--- src/rtl/laser_pkg.sv ---
// Shared types and line-level constants for the laser byte serialiser.
package laser_pkg;
    typedef enum logic [2:0] {IDLE, START, DATA, STOP, GAP} state_t;

    localparam int   FRAME_BITS = 10;
    localparam int   DATA_BITS  = 8;
    localparam logic LINE_IDLE  = 1'b0;
    localparam logic LINE_START = 1'b1;
    localparam logic LINE_STOP  = 1'b0;

    function automatic int imax(input int a, input int b);
        return (a > b) ? a : b;
    endfunction
endpackage

--- src/rtl/laser_bit_timer.sv ---
// Down-counting period timer: load N-1, tick on the cycle the count reaches zero.
module laser_bit_timer #(
    parameter int CW = 3
) (
    input  logic          clk,
    input  logic          rst,
    input  logic          load,
    input  logic [CW-1:0] load_val,
    input  logic          en,
    output logic          tick
);
    logic [CW-1:0] cnt;

    assign tick = en && (cnt == '0);

    always_ff @(posedge clk or negedge rst) begin
        if (!rst)
            cnt <= '0;
        else if (load)
            cnt <= load_val;
        else if (en && cnt != '0)
            cnt <= cnt - 1'b1;
    end
endmodule

--- src/rtl/laser_sender.sv ---
// Stream byte sink that frames each kept byte as start/8 data LSB-first/stop on the laser line.
module laser_sender
    import laser_pkg::*;
#(
    parameter int CLKS_PER_BIT = 4,
    parameter int GAP_BITS     = 2
) (
    input  logic       clk,
    input  logic       rst,
    output logic       sig,
    output logic       ready,
    input  logic [7:0] data,
    input  logic       keep,
    input  logic       last,
    input  logic       valid
);
    localparam int GAP_CYC = GAP_BITS * CLKS_PER_BIT;
    localparam int MAXC    = imax(CLKS_PER_BIT, GAP_CYC);
    localparam int CW      = (MAXC > 1) ? $clog2(MAXC) : 1;
    localparam bit HAS_GAP = (GAP_BITS > 0);
    localparam logic [CW-1:0] BIT_LD = CW'(CLKS_PER_BIT - 1);
    localparam logic [CW-1:0] GAP_LD = CW'(GAP_CYC - 1);

    state_t        state;
    logic [7:0]    shreg;
    logic [2:0]    bitcnt;
    logic          last_q;
    logic          tick;
    logic          tmr_load;
    logic          tmr_en;
    logic [CW-1:0] tmr_val;

    // The timer is reloaded on every state change so each phase starts a fresh period.
    always_comb begin
        tmr_load = 1'b0;
        tmr_val  = BIT_LD;
        unique case (state)
            IDLE: if (ready && valid && (keep || (last && HAS_GAP))) begin
                tmr_load = 1'b1;
                tmr_val  = keep ? BIT_LD : GAP_LD;
            end
            START, DATA: if (tick) tmr_load = 1'b1;
            STOP: if (tick && last_q && HAS_GAP) begin
                tmr_load = 1'b1;
                tmr_val  = GAP_LD;
            end
            default: ;
        endcase
    end

    assign tmr_en = (state != IDLE);

    laser_bit_timer #(.CW(CW)) u_timer (
        .clk      (clk),
        .rst      (rst),
        .load     (tmr_load),
        .load_val (tmr_val),
        .en       (tmr_en),
        .tick     (tick)
    );

    always_ff @(posedge clk or negedge rst) begin
        if (!rst) begin
            state  <= IDLE;
            sig    <= LINE_IDLE;
            ready  <= 1'b0;
            shreg  <= '0;
            bitcnt <= '0;
            last_q <= 1'b0;
        end else begin
            unique case (state)
                IDLE: begin
                    sig   <= LINE_IDLE;
                    ready <= 1'b1;
                    if (ready && valid) begin
                        if (keep) begin
                            shreg  <= data;
                            last_q <= last;
                            ready  <= 1'b0;
                            sig    <= LINE_START;
                            state  <= START;
                        end else if (last && HAS_GAP) begin
                            // Dropped byte still closes the packet, so the gap is kept.
                            ready <= 1'b0;
                            state <= GAP;
                        end
                    end
                end
                START: if (tick) begin
                    sig    <= shreg[0];
                    shreg  <= {1'b0, shreg[7:1]};
                    bitcnt <= '0;
                    state  <= DATA;
                end
                DATA: if (tick) begin
                    bitcnt <= bitcnt + 3'd1;
                    if (bitcnt == 3'(DATA_BITS - 1)) begin
                        sig   <= LINE_STOP;
                        state <= STOP;
                    end else begin
                        sig   <= shreg[0];
                        shreg <= {1'b0, shreg[7:1]};
                    end
                end
                STOP: if (tick) begin
                    if (last_q && HAS_GAP) begin
                        state <= GAP;
                    end else begin
                        ready <= 1'b1;
                        state <= IDLE;
                    end
                end
                GAP: if (tick) begin
                    ready <= 1'b1;
                    state <= IDLE;
                end
                default: state <= IDLE;
            endcase
        end
    end
endmodule

--- config.mk ---
export PLATFORM = sky130hd
export DESIGN_NAME = laser_sender
export DESIGN_NICKNAME = d
export VERILOG_FILES = /design/src/rtl/laser_pkg.sv /design/src/rtl/laser_bit_timer.sv /design/src/rtl/laser_sender.sv
export SDC_FILE = /design/constraint.sdc
export NUM_CORES = 1
export LEC_CHECK = 0
export BUFFER_PORTS_ARGS = -buffer_cell sky130_fd_sc_hd__clkbuf_2
export CAP_MARGIN = 20
export CORE_MARGIN = 5
export CORE_UTILIZATION = 25
export CTS_BUF_LIST = sky130_fd_sc_hd__clkbuf_16
export DETAILED_ROUTE_END_ITERATION = 7
export PLACE_DENSITY = 0.39
export SYNTH_ARGS = -nofsm -noshare
export SYNTH_HDL_FRONTEND = slang
export SYNTH_HIERARCHICAL = 1
export SYNTH_SLANG_ARGS = --single-unit
--- constraint.sdc ---
create_clock -name clk -period 2 [get_ports clk]
set_input_delay 0.5 -clock clk [delete_from_list [all_inputs] [get_ports clk]]
set_output_delay 0.5 -clock clk [all_outputs]
set_load 0.05 [all_outputs]
# After elaboration in Yosys (flattened, before gate mapping)

Cells that the tools add are included.

Add/subtract/negate cells: 2
Equality and inequality tests: 15
Muxes and demuxes: 41
Reductions and logical operators: 21

Operators with widths:

| kind                | number |
|---|---|
| $mux 3              | 15 |
| $mux 8              | 5 |
| $pmux 8 s3          | 1 |
| $ne 2x2->1 const B  | 9 |
| $pmux 3 s5          | 1 |
| $mux 1              | 14 |
| $pmux 3 s2          | 2 |
| $reduce_bool 3->1   | 4 |
| $pmux 1 s3          | 3 |
| $reduce_and 3->1    | 3 |
| $reduce_and 7->1    | 1 |
| $eq 3x2->1 const B  | 2 |
| $eq 3x3->1 const B  | 2 |
| $logic_not 3->1     | 2 |
| $reduce_and 6->1    | 1 |
| $logic_and 1x1->1   | 5 |
| $reduce_and 4->1    | 1 |
| $reduce_bool 2->1   | 2 |
| $add 3x1->3 const B | 1 |
| $eq 3x1->1 const B  | 1 |
| $ne 3x3->1 const B  | 1 |
| $sub 3x1->3 const B | 1 |
| $reduce_or 2->1     | 1 |
| $logic_or 1x1->1    | 1 |

Register bits: 20
Logic and storage cells: 86

# Logic depth before layout (Yosys ltp)

Gate-level depths: netlist of run 1.

Depth in word-level cells: 6
Mapped depth: 11

# Hierarchy

Netlist of run 1, hierarchy kept.

Modules (own cells, without submodules):

| module          | times used | cells each | area an instance (µm²) | seq. area each (µm²) |
|---|---|---|---|---|
| laser_sender    | 1          | 112        | 1062.3                 | 425.4 |
| laser_bit_timer | 1          | 24         | 207.7                  | 75.1 |

# Worst setup path after synthesis of run 1

No wires, ideal clock.

Kind: register -> register
Start point: register state[1]
End point: register u_timer.cnt[0]
Library setup time: 0.124 ns
Arrival time: 1.952 ns
Setup slack: -0.076 ns
Stages on the path, launching flop included: 11
Path buffers: 0
Path through: dfrtp_1 -> nor3_2 -> inv_1 -> inv_1 -> nor2_1 -> nor2b_1 -> a211o_1 -> a21oi_1 -> nor2_1 -> nand3_1 -> nand3_1

Word-level cells in the longest chain between the ends: 6
Elaborated cells between the ends (all ways): 15
Those cells by class: eq/ne: 3; mux: 5; reduce/logical: 7

RTL lines:

| item                                        | line                  | RTL |
|---|---|---|
| start, declared                             | laser_sender.sv:24    | `state_t state;` |
| start signal, assigned                      | laser_sender.sv:64    | `state <= IDLE;` |
| start signal, assigned                      | laser_sender.sv:81    | `state <= START;` |
| start signal, assigned                      | laser_sender.sv:85    | `state <= GAP;` |
| $reduce_bool 3->1 *                         | laser_sender.sv:51    | `assign tmr_en = (state != IDLE);` |
| net tmr_en                                  | laser_sender.sv:30    | `logic tmr_en;` |
| $logic_and 1x1->1 *                         | laser_bit_timer.sv:14 | `assign tick = en && (cnt == '0);` |
| net tick                                    | laser_sender.sv:28    | `logic tick;` |
| $logic_and 1x1->1                           | laser_sender.sv:43    | `STOP: if (tick && last_q && HAS_GAP) begin` |
| $mux 1                                      | laser_sender.sv:43    |  |
| $pmux 1 s3 *                                | laser_sender.sv:37    | `unique case (state)` |
| net tmr_load                                | laser_sender.sv:29    | `logic tmr_load;` |
| $mux 3 or $reduce_bool 2->1 (tied branches) | n/a                   |  |
| end signal, assigned                        | laser_bit_timer.sv:20 | `cnt <= load_val;` |
| end signal, assigned                        | laser_bit_timer.sv:22 | `cnt <= cnt - 1'b1;` |
| end, declared                               | laser_bit_timer.sv:12 | `logic [CW-1:0] cnt;` |

The timed path passes the listed nets; every way through them passes the cells marked *.
A chain may end at the register's enable or synchronous reset.

# Worst setup path after layout of run 1

Start point: register u_timer.cnt[0]
End point: register u_timer.cnt[0]

Word-level cells in the longest chain between the ends: 6
Elaborated cells between the ends (all ways): 12
Those cells by class: add/sub: 1; mux: 5; reduce/logical: 6

RTL lines:

| item                                        | line |
|---|---|
| $logic_not 3->1 *                           | laser_bit_timer.sv:14 |
| $logic_and 1x1->1 *                         | laser_bit_timer.sv:14 |
| net tick                                    | laser_sender.sv:28 |
| $logic_and 1x1->1                           | laser_sender.sv:43 |
| $mux 1                                      | laser_sender.sv:43 |
| $pmux 1 s3 *                                | laser_sender.sv:37 |
| net tmr_load                                | laser_sender.sv:29 |
| $mux 3 or $reduce_bool 2->1 (tied branches) | n/a |

The timed path passes the listed nets; every way through them passes the cells marked *. The select of a mux whose other input is x is not followed.

==> metrics.csv, run 1 <==
stage,metric,value,unit
sta,slew_violations,0,
yosys,synth.avg_cell_area,9.34,sq um
clock_network,clockBufferDepth,2,
sta,fin_setup_tns,0,ns
routing,vias,1061,
power,power_frac_clock,14.6,%
yosys,synthFlopType,dfrtp_1,
power,irDropWorstVdd,563,uV
clock_network,htree_levels,1,
power,power_density,1900,mW/mm^2
critical_path,start_kind,register,
sta,fin_skew,0.00222,ns
yosys,ys_seq_area_share,39.4,%
cells_and_area,drive_above_1_share,23.6,%
worst_hold_path,min_path_type,input port to asynchronous set/reset pin,
cells_and_area,multi_input_area,733,sq um
floorplanning,core_area,0.00501,sq mm
critical_path,path_cells,inv_1 > ha_2 > nand2b_4 > nor2_4 > nor2b_1 > a211o_1 > a21oi_4 > nor2_1 > nand3_1 > nand3_1,
flow_run,maxCapViolations,0,
cells_and_area,nFillCells,550,
routing,drt_iter0_markers,42,
yosys,synth_simple_gate_area_share,19.6,%
yosys,synthArstFlopShare,100,%
grt,antenna_found_initial,0,
cells_and_area,syn_to_final_growth,22.6,%
placed_design,post-dp-hpwl,2080,um
floorplanning,rows,26,
yosys,synth_edf_count,0,
routing,wirelength,2840,um
routing,drcViolationCount,0,
floorplanning,die-area,0.00661,sq mm
yosys,syn_area,0.00127,sq mm
sta,hold_slack,0.220,ns
placed_design,gp_congestion,0.751,
power,seqPwrFrac,24.8,%
placed_design,postPlaceCellArea,0.00145,sq mm
outcome,outcome,finished clean,
placed_design,post-place-ws,-0.0342,ns
clock_network,clock-sinks,20,
floorplanning,boundaryPins,15,
clock_network,cts_made_buffers,3,
routing,dr.pass1.iters,4,
clock_network,clkLatencyLatePin,0.25,ns
cells_and_area,seqCellArea,500,sq um
placed_design,io_buffers,14,
sta,fin_ws,0.171,ns
power,p_int,1640,uW
yosys,synth.distinct_cells,42,
power,power.static_leakage,0.000684,uW
clock_network,postCtsSetupBuffers,0,
grt,grt_remaining_overflow,0,
sta,fin_crit_sh,91.5,%
critical_path,critPathMaxStageDelay,0.38,ns
grt,grt_pass1_vias,1045,
yosys,synth-compound-area-share,21.2,%
yosys,synth-adder-area-share,3.94,%
sta,worst_slew_pin_slew,0.548,ns
power,sw_frac_of_total,44.6,%
grt,global_route.usage.total,9.33,%
yosys,synth_top_family_by_area,compound AO/OA/AOI/OAI gates,
routing,vias_per_cell,4.67,
yosys,ys_ff_latch,20,
cells_and_area,antennaDiodeCount,0,
critical_path,worstSetupPathType,register to register,
critical_path,crit_slowest_cell,dfrtp_1,
critical_path,crit_buf_inv,1,
floorplanning,die_h,81.3,um
routing,wl_per_cell,12.5,um
cells_and_area,final_area,0.00156,sq mm
critical_path,cp_data_required_time,2.14,ns
cells_and_area,fin_nets,175,
clock_network,hold_buffers,0,
critical_path,worstPathArrival,1.97,ns
grt,grt_pass1_wl,4810,um
critical_path,crit_path_end_kind,register,
critical_path,cp_common_cell,nand3_1,
sta,finalCriticalPeriod,1.83,ns
power,p_switching,1320,uW
grt,grt_max_degree,21,
floorplanning,die_width,81.3,um
routing,drtAntennaViolNets,0,
sta,rsz0062_at_grt,false,
yosys,synth_warnings,6,
clock_network,clk_pin_slew_worst_paths,0.06,ns
yosys,synthMuxAreaShare,8.87,%
sta,fmax,0.547,GHz
yosys,yosys.area_share.xor_xnor,1.38,%
sta,finalSetupViolations,0,
sta,slew_headroom,63.5,%
clock_network,cts_tree,built,
sta,hold_viol,0,
floorplanning,start_util,25.3,%
clock_network,cts_resized,1,
critical_path,path_max_fanout,7,
clock_network,cts_root_buffer,clkbuf_16,
critical_path,critical_path.top_delay_family,simple AND/OR/NAND/NOR gates,
yosys,synthCells,136,
power,pwr-share-comb,60.6,%
==> flip-flops by register name, indices dropped and copies added (netlist names) <==
name	flops
shreg	8
bitcnt	3
state	3
u_timer/cnt	3
last_q	1
ready	1
sig	1
==> cell usage after synthesis, types with 2 or more instances <==
library cell / instances / area (sq um)
inv_1: 6 / 22.5
buf_4: 2 / 15.0
ha_1: 4 / 50.1
a31oi_1: 6 / 37.5
mux2i_1: 9 / 90.1
buf_2: 3 / 15.0
dfrtp_1: 20 / 500
nor2_1: 10 / 37.5
o21ai_1: 2 / 10.0
and3_1: 2 / 12.5
xnor2_1: 2 / 17.5
nor3_1: 2 / 10.0
nor2b_1: 3 / 18.8
a21oi_1: 16 / 80.1
nand2b_1: 3 / 18.8
a211o_1: 2 / 17.5
o21ai_0: 7 / 35.0
nand3_1: 3 / 15.0
nand2_1: 11 / 41.3
==> cells by family after synthesis <==
kind of cell | after synthesis
AND/OR/NAND/NOR | 44
other | 1
flip-flops | 20
XOR/XNOR | 2
multiplexers | 11
AO/OA/AOI/OAI | 41
buffers and inverters | 13
adder cells (fa/ha/maj) | 4
==> routing by layer <==
layer / share of wire (%) / track usage [%] / vias to the layer above
li1: - / - / 533
met1: 50 / 12.4 / 506
met2: 45 / 14.8 / 18
met3: 4.7 / 2.88 / 4
met4: 1.0 / 2.03 / 0
met5: 0 / 0 / -
==> worst paths after layout <==
path,from,end,slack [ns],cells past startpoint
worst max-delay path,u_timer/cnt[0],u_timer/cnt[0],0.17,10
worst min-delay path,rst,bitcnt[0],0.22,1
worst max register to register,u_timer/cnt[0],u_timer/cnt[0],0.17,10
worst min register to register,shreg[7],shreg[7],0.50,1
max in group asynchronous,rst,shreg[2],1.42,1
min in group clk,shreg[7],shreg[7],0.50,1
==> area by class of cell <==
class / count / share of cell area, %
clock buffers: 3 / 4.82
clock inverters: 1 / 0.241
inverters: 7 / 1.69
multi-input cells: 104 / 47.1
flip-flops and latches: 20 / 32.2
well taps: 70 / 5.63
repair buffers: 22 / 8.36
==> placed cells by master (no fill, tap or decap), types with 3 or more instances in the layout <==
cell type and n:
buf_4 8, a21oi_1 15, nand3_1 3, nand2b_1 3, o21ai_0 7, ha_1 3, clkbuf_16 3, clkbuf_2 14
nor2_1 9, inv_1 6, nand2_1 11, dfrtp_1 20, nor2b_1 3, mux2i_1 9, a31oi_1 6
==> metrics by stage <==
step,instances,utilization (%),total power (uW)
2_1_floorplan,137,-,2100
3_3_place_gp,223,29.0,2470
3_5_place_dp,223,29.0,2490
4_1_cts,227,30.6,2940
5_1_grt,227,31.1,3230
6_report,227,31.1,2960
==> power by group through the flow <==
stage | Clock (uW) | Combinational [uW] | Sequential, uW
floorplan | 0 | 1330 | 775
global placement | 0 | 1750 | 725
detailed placement | 0 | 1760 | 731
CTS | 443 | 1770 | 727
global route | 460 | 2020 | 756
finish | 430 | 1790 | 734
==> worst register-to-register path, cell delays in order, from the launching register on <==
cell      delay (ns)
dfrtp_1         0.38
inv_1           0.10
ha_2            0.21
nand2b_4        0.08
nor2_4          0.12
nor2b_1         0.09
a211o_1         0.31
a21oi_4         0.20
nor2_1          0.06
nand3_1         0.08
nand3_1         0.08
Power figures use the tool's default switching activity.
==> run 2, diff against run 1 <==
- CORE_UTILIZATION: 25 -> 40
- CTS_CLUSTER_SIZE: unset -> 10
- PLACE_DENSITY: 0.39 -> 0.58
- SLEW_MARGIN: unset -> 20
==> run 2 against run 1 <==
- first-iteration DRC count decreased by 40%
- final cell count decreased by 11%
- global-route usage increased by 4.1 points
- combinational power about the same
- wire length decreased by 6.7%
- utilization increased by 19 points
- power about the same
- clock power decreased by 2%
- final area decreased by 2.0%
- register-to-register slack about the same
- sequential cell count unchanged
==> metrics.csv, run 2 (synthesis results as in run 1) <==
stage,metric,value,unit,change
sta,slew_headroom,65.0,%,was 63.5%
routing,drtAntennaViolNets,0,,unchanged
routing,dr.pass1.iters,4,,unchanged
floorplanning,start_util,41.6,%,was 25.3%
sta,fin_skew,0.00156,ns,was 0.00222 ns
power,irDropWorstVdd,782,uV,was 563 uV
clock_network,clkLatencyLatePin,0.25,ns,about the same
grt,global_route.usage.total,13.5,%,was 9.33%
floorplanning,boundaryPins,15,,unchanged
critical_path,r2r_slack,0.16,ns,was 0.17 ns
critical_path,path_cells,nor3_2 > inv_1 > inv_1 > nor2_4 > nor2b_1 > a211o_1 > a21oi_4 > a211o_1 > nand3_1,,was inv_1 > ha_2 > nand2b_4 > nor2_4 > nor2b_1 > a211o_1 > a21oi_4 > nor2_1 > nand3_1 > nand3_1
cells_and_area,fin_nets,176,,was 175
sta,finalCriticalPeriod,1.84,ns,was 1.83 ns
clock_network,clk_pin_slew_worst_paths,0.06,ns,about the same
floorplanning,core_area,0.00305,sq mm,was 0.00501 sq mm
cells_and_area,syn_to_final_growth,20.1,%,was 22.6%
worst_hold_path,min_path_type,input port to asynchronous set/reset pin,,unchanged
grt,grt_pass1_vias,1048,,was 1045
grt,grt_remaining_overflow,0,,unchanged
critical_path,crit_slowest_cell,dfrtp_1,,unchanged
critical_path,worstPathArrival,2.03,ns,was 1.97 ns
grt,grt_max_degree,21,,unchanged
placed_design,post-place-ws,-0.00766,ns,was -0.0342 ns
sta,fin_crit_sh,92.1,%,was 91.5%
critical_path,cp_data_required_time,2.19,ns,was 2.14 ns
routing,wirelength,2650,um,was 2840 um
routing,drt_iter0_markers,25,,was 42
routing,drcViolationCount,0,,unchanged
critical_path,start_kind,register,,unchanged
sta,finalSetupViolations,0,,unchanged
sta,fin_ws,0.158,ns,was 0.171 ns
clock_network,cts_made_buffers,3,,unchanged
floorplanning,die_width,66.3,um,was 81.3 um
floorplanning,die-area,0.00440,sq mm,was 0.00661 sq mm
critical_path,crit_cells,9,,was 10
outcome,outcome,finished clean,,unchanged
clock_network,htree_levels,1,,unchanged
cells_and_area,top_register,shreg,,unchanged
clock_network,cts_tree,built,,unchanged
sta,hold_viol,0,,unchanged
grt,grt_pass1_wl,4590,um,was 4810 um
critical_path,critical_path.top_delay_family,simple AND/OR/NAND/NOR gates,,unchanged
critical_path,path_max_fanout,6,,was 7
sta,slew_violations,0,,unchanged
clock_network,cts_root_buffer,clkbuf_16,,unchanged
sta,worst_slew_pin_slew,0.525,ns,was 0.548 ns
floorplanning,die_h,66.3,um,was 81.3 um
cells_and_area,antennaDiodeCount,0,,unchanged
critical_path,reg2regPathDepth,9,,was 10
flow_run,maxCapViolations,0,,unchanged
clock_network,clock-sinks,20,,unchanged
power,power_density,1940,mW/mm^2,was 1900 mW/mm^2
placed_design,post-dp-hpwl,1890,um,was 2080 um
sta,fmax,0.543,GHz,was 0.547 GHz
clock_network,hold_buffers,0,,unchanged
routing,vias,1059,,was 1061
grt,antenna_found_initial,0,,unchanged
cells_and_area,largest_register_ffs,8,,unchanged
routing,vias_per_cell,5.24,,was 4.67
critical_path,crit_buf_inv,2,,was 1
critical_path,worstSetupPathType,register to register,,unchanged
power,power.static_leakage,0.000687,uW,was 0.000684 uW
critical_path,crit_path_end_kind,register,,unchanged
floorplanning,rows,20,,was 26
cells_and_area,final_common_cell,dfrtp_1,,unchanged
power,totalPowerFinal,2960,uW,about the same
cells_and_area,final_cell_mix,"20 x dfrtp_1, 15 x a21oi_1, 14 x clkbuf_2, 11 x nand2_1",,unchanged
placed_design,gp_congestion,0.778,,was 0.751
critical_path,critPathMaxStageDelay,0.40,ns,was 0.38 ns
clock_network,clockBufferDepth,2,,unchanged
cells_and_area,drive_above_1_share,24.1,%,was 23.6%
placed_design,io_buffers,14,,unchanged
routing,wl_per_cell,13.1,um,was 12.5 um
==> run 2: cell count changes in the layout (fill, tap and decap cells not counted) <==
cell,previous run,this run
buf_4,8,9
nor3_2,0,1
nor3_4,1,0
==> run 2: routing by layer <==
| metal | track usage, % | vias up | wire length (um) | share of wire, % |
|---|---|---|---|---|
| met5 | 0 | - | 0 | 0 |
| met4 | 5.33 | 0 | 44 | 1.7 |
| met3 | 2.55 | 5 | 147 | 5.6 |
| met2 | 22.2 | 32 | 1230 | 46 |
| met1 | 17.2 | 492 | 1230 | 46 |
| li1 | - | 530 | - | - |
==> run 2: area by class of cell <==
| type | count | area, sq um |
|---|---|---|
| clock buffer | 3 | 75.1 |
| clock inverter | 1 | 3.75 |
| fill | 310 | 1530 |
| inverter | 7 | 26.3 |
| multi-input combinational | 104 | 727 |
| sequential | 20 | 500 |
| tap | 44 | 55.1 |
| timing repair buffer | 23 | 138 |
==> run 2: metrics by stage <==
stage | TNS, ns | std cells | cell area, sq um | hold slack [ns] | util [%]
finish | 0 | 202 | 1530 | 0.211 | 50.0
detailed placement | -0.00766 | 196 | 1410 | 0.497 | 46.3
global placement | 0 | 196 | 1410 | 0.484 | 46.3
floorplan | 0 | 137 | 1280 | 0.204 | -
global route | -0.000830 | 202 | 1530 | 0.256 | 50.0
CTS | 0 | 200 | 1500 | 0.236 | 49.1
==> run 2: worst paths after layout <==
kind,startpoint,endpoint
hold reg to reg,shreg[7],shreg[7]
min in group clk,shreg[7],shreg[7]
setup / recovery,state[1],u_timer/cnt[0]
setup reg to reg,state[1],u_timer/cnt[0]
hold / removal,rst,ready
max in group asynchronous,rst,u_timer/cnt[0]
==> run 2: repair_timing <==
item	4_1_cts	5_1_grt
setup endpoints to repair	1	11
buffers inserted	0	2
resized for setup	1	3
==> run 2: power by group <==
group	leakage, uW	total, uW	internal, uW	switching [uW]
Sequential	0.000230	725	605	120
Clock	0.0000385	420	267	153
Combinational	0.000419	1810	787	1030
==> run 2: worst register-to-register path: stages (launching register included) <==
cell	delay, ns
dfrtp_1	0.40
nor3_2	0.27
inv_1	0.09
inv_1	0.10
nor2_4	0.05
nor2b_1	0.25
a211o_1	0.19
a21oi_4	0.05
a211o_1	0.28
nand3_1	0.08
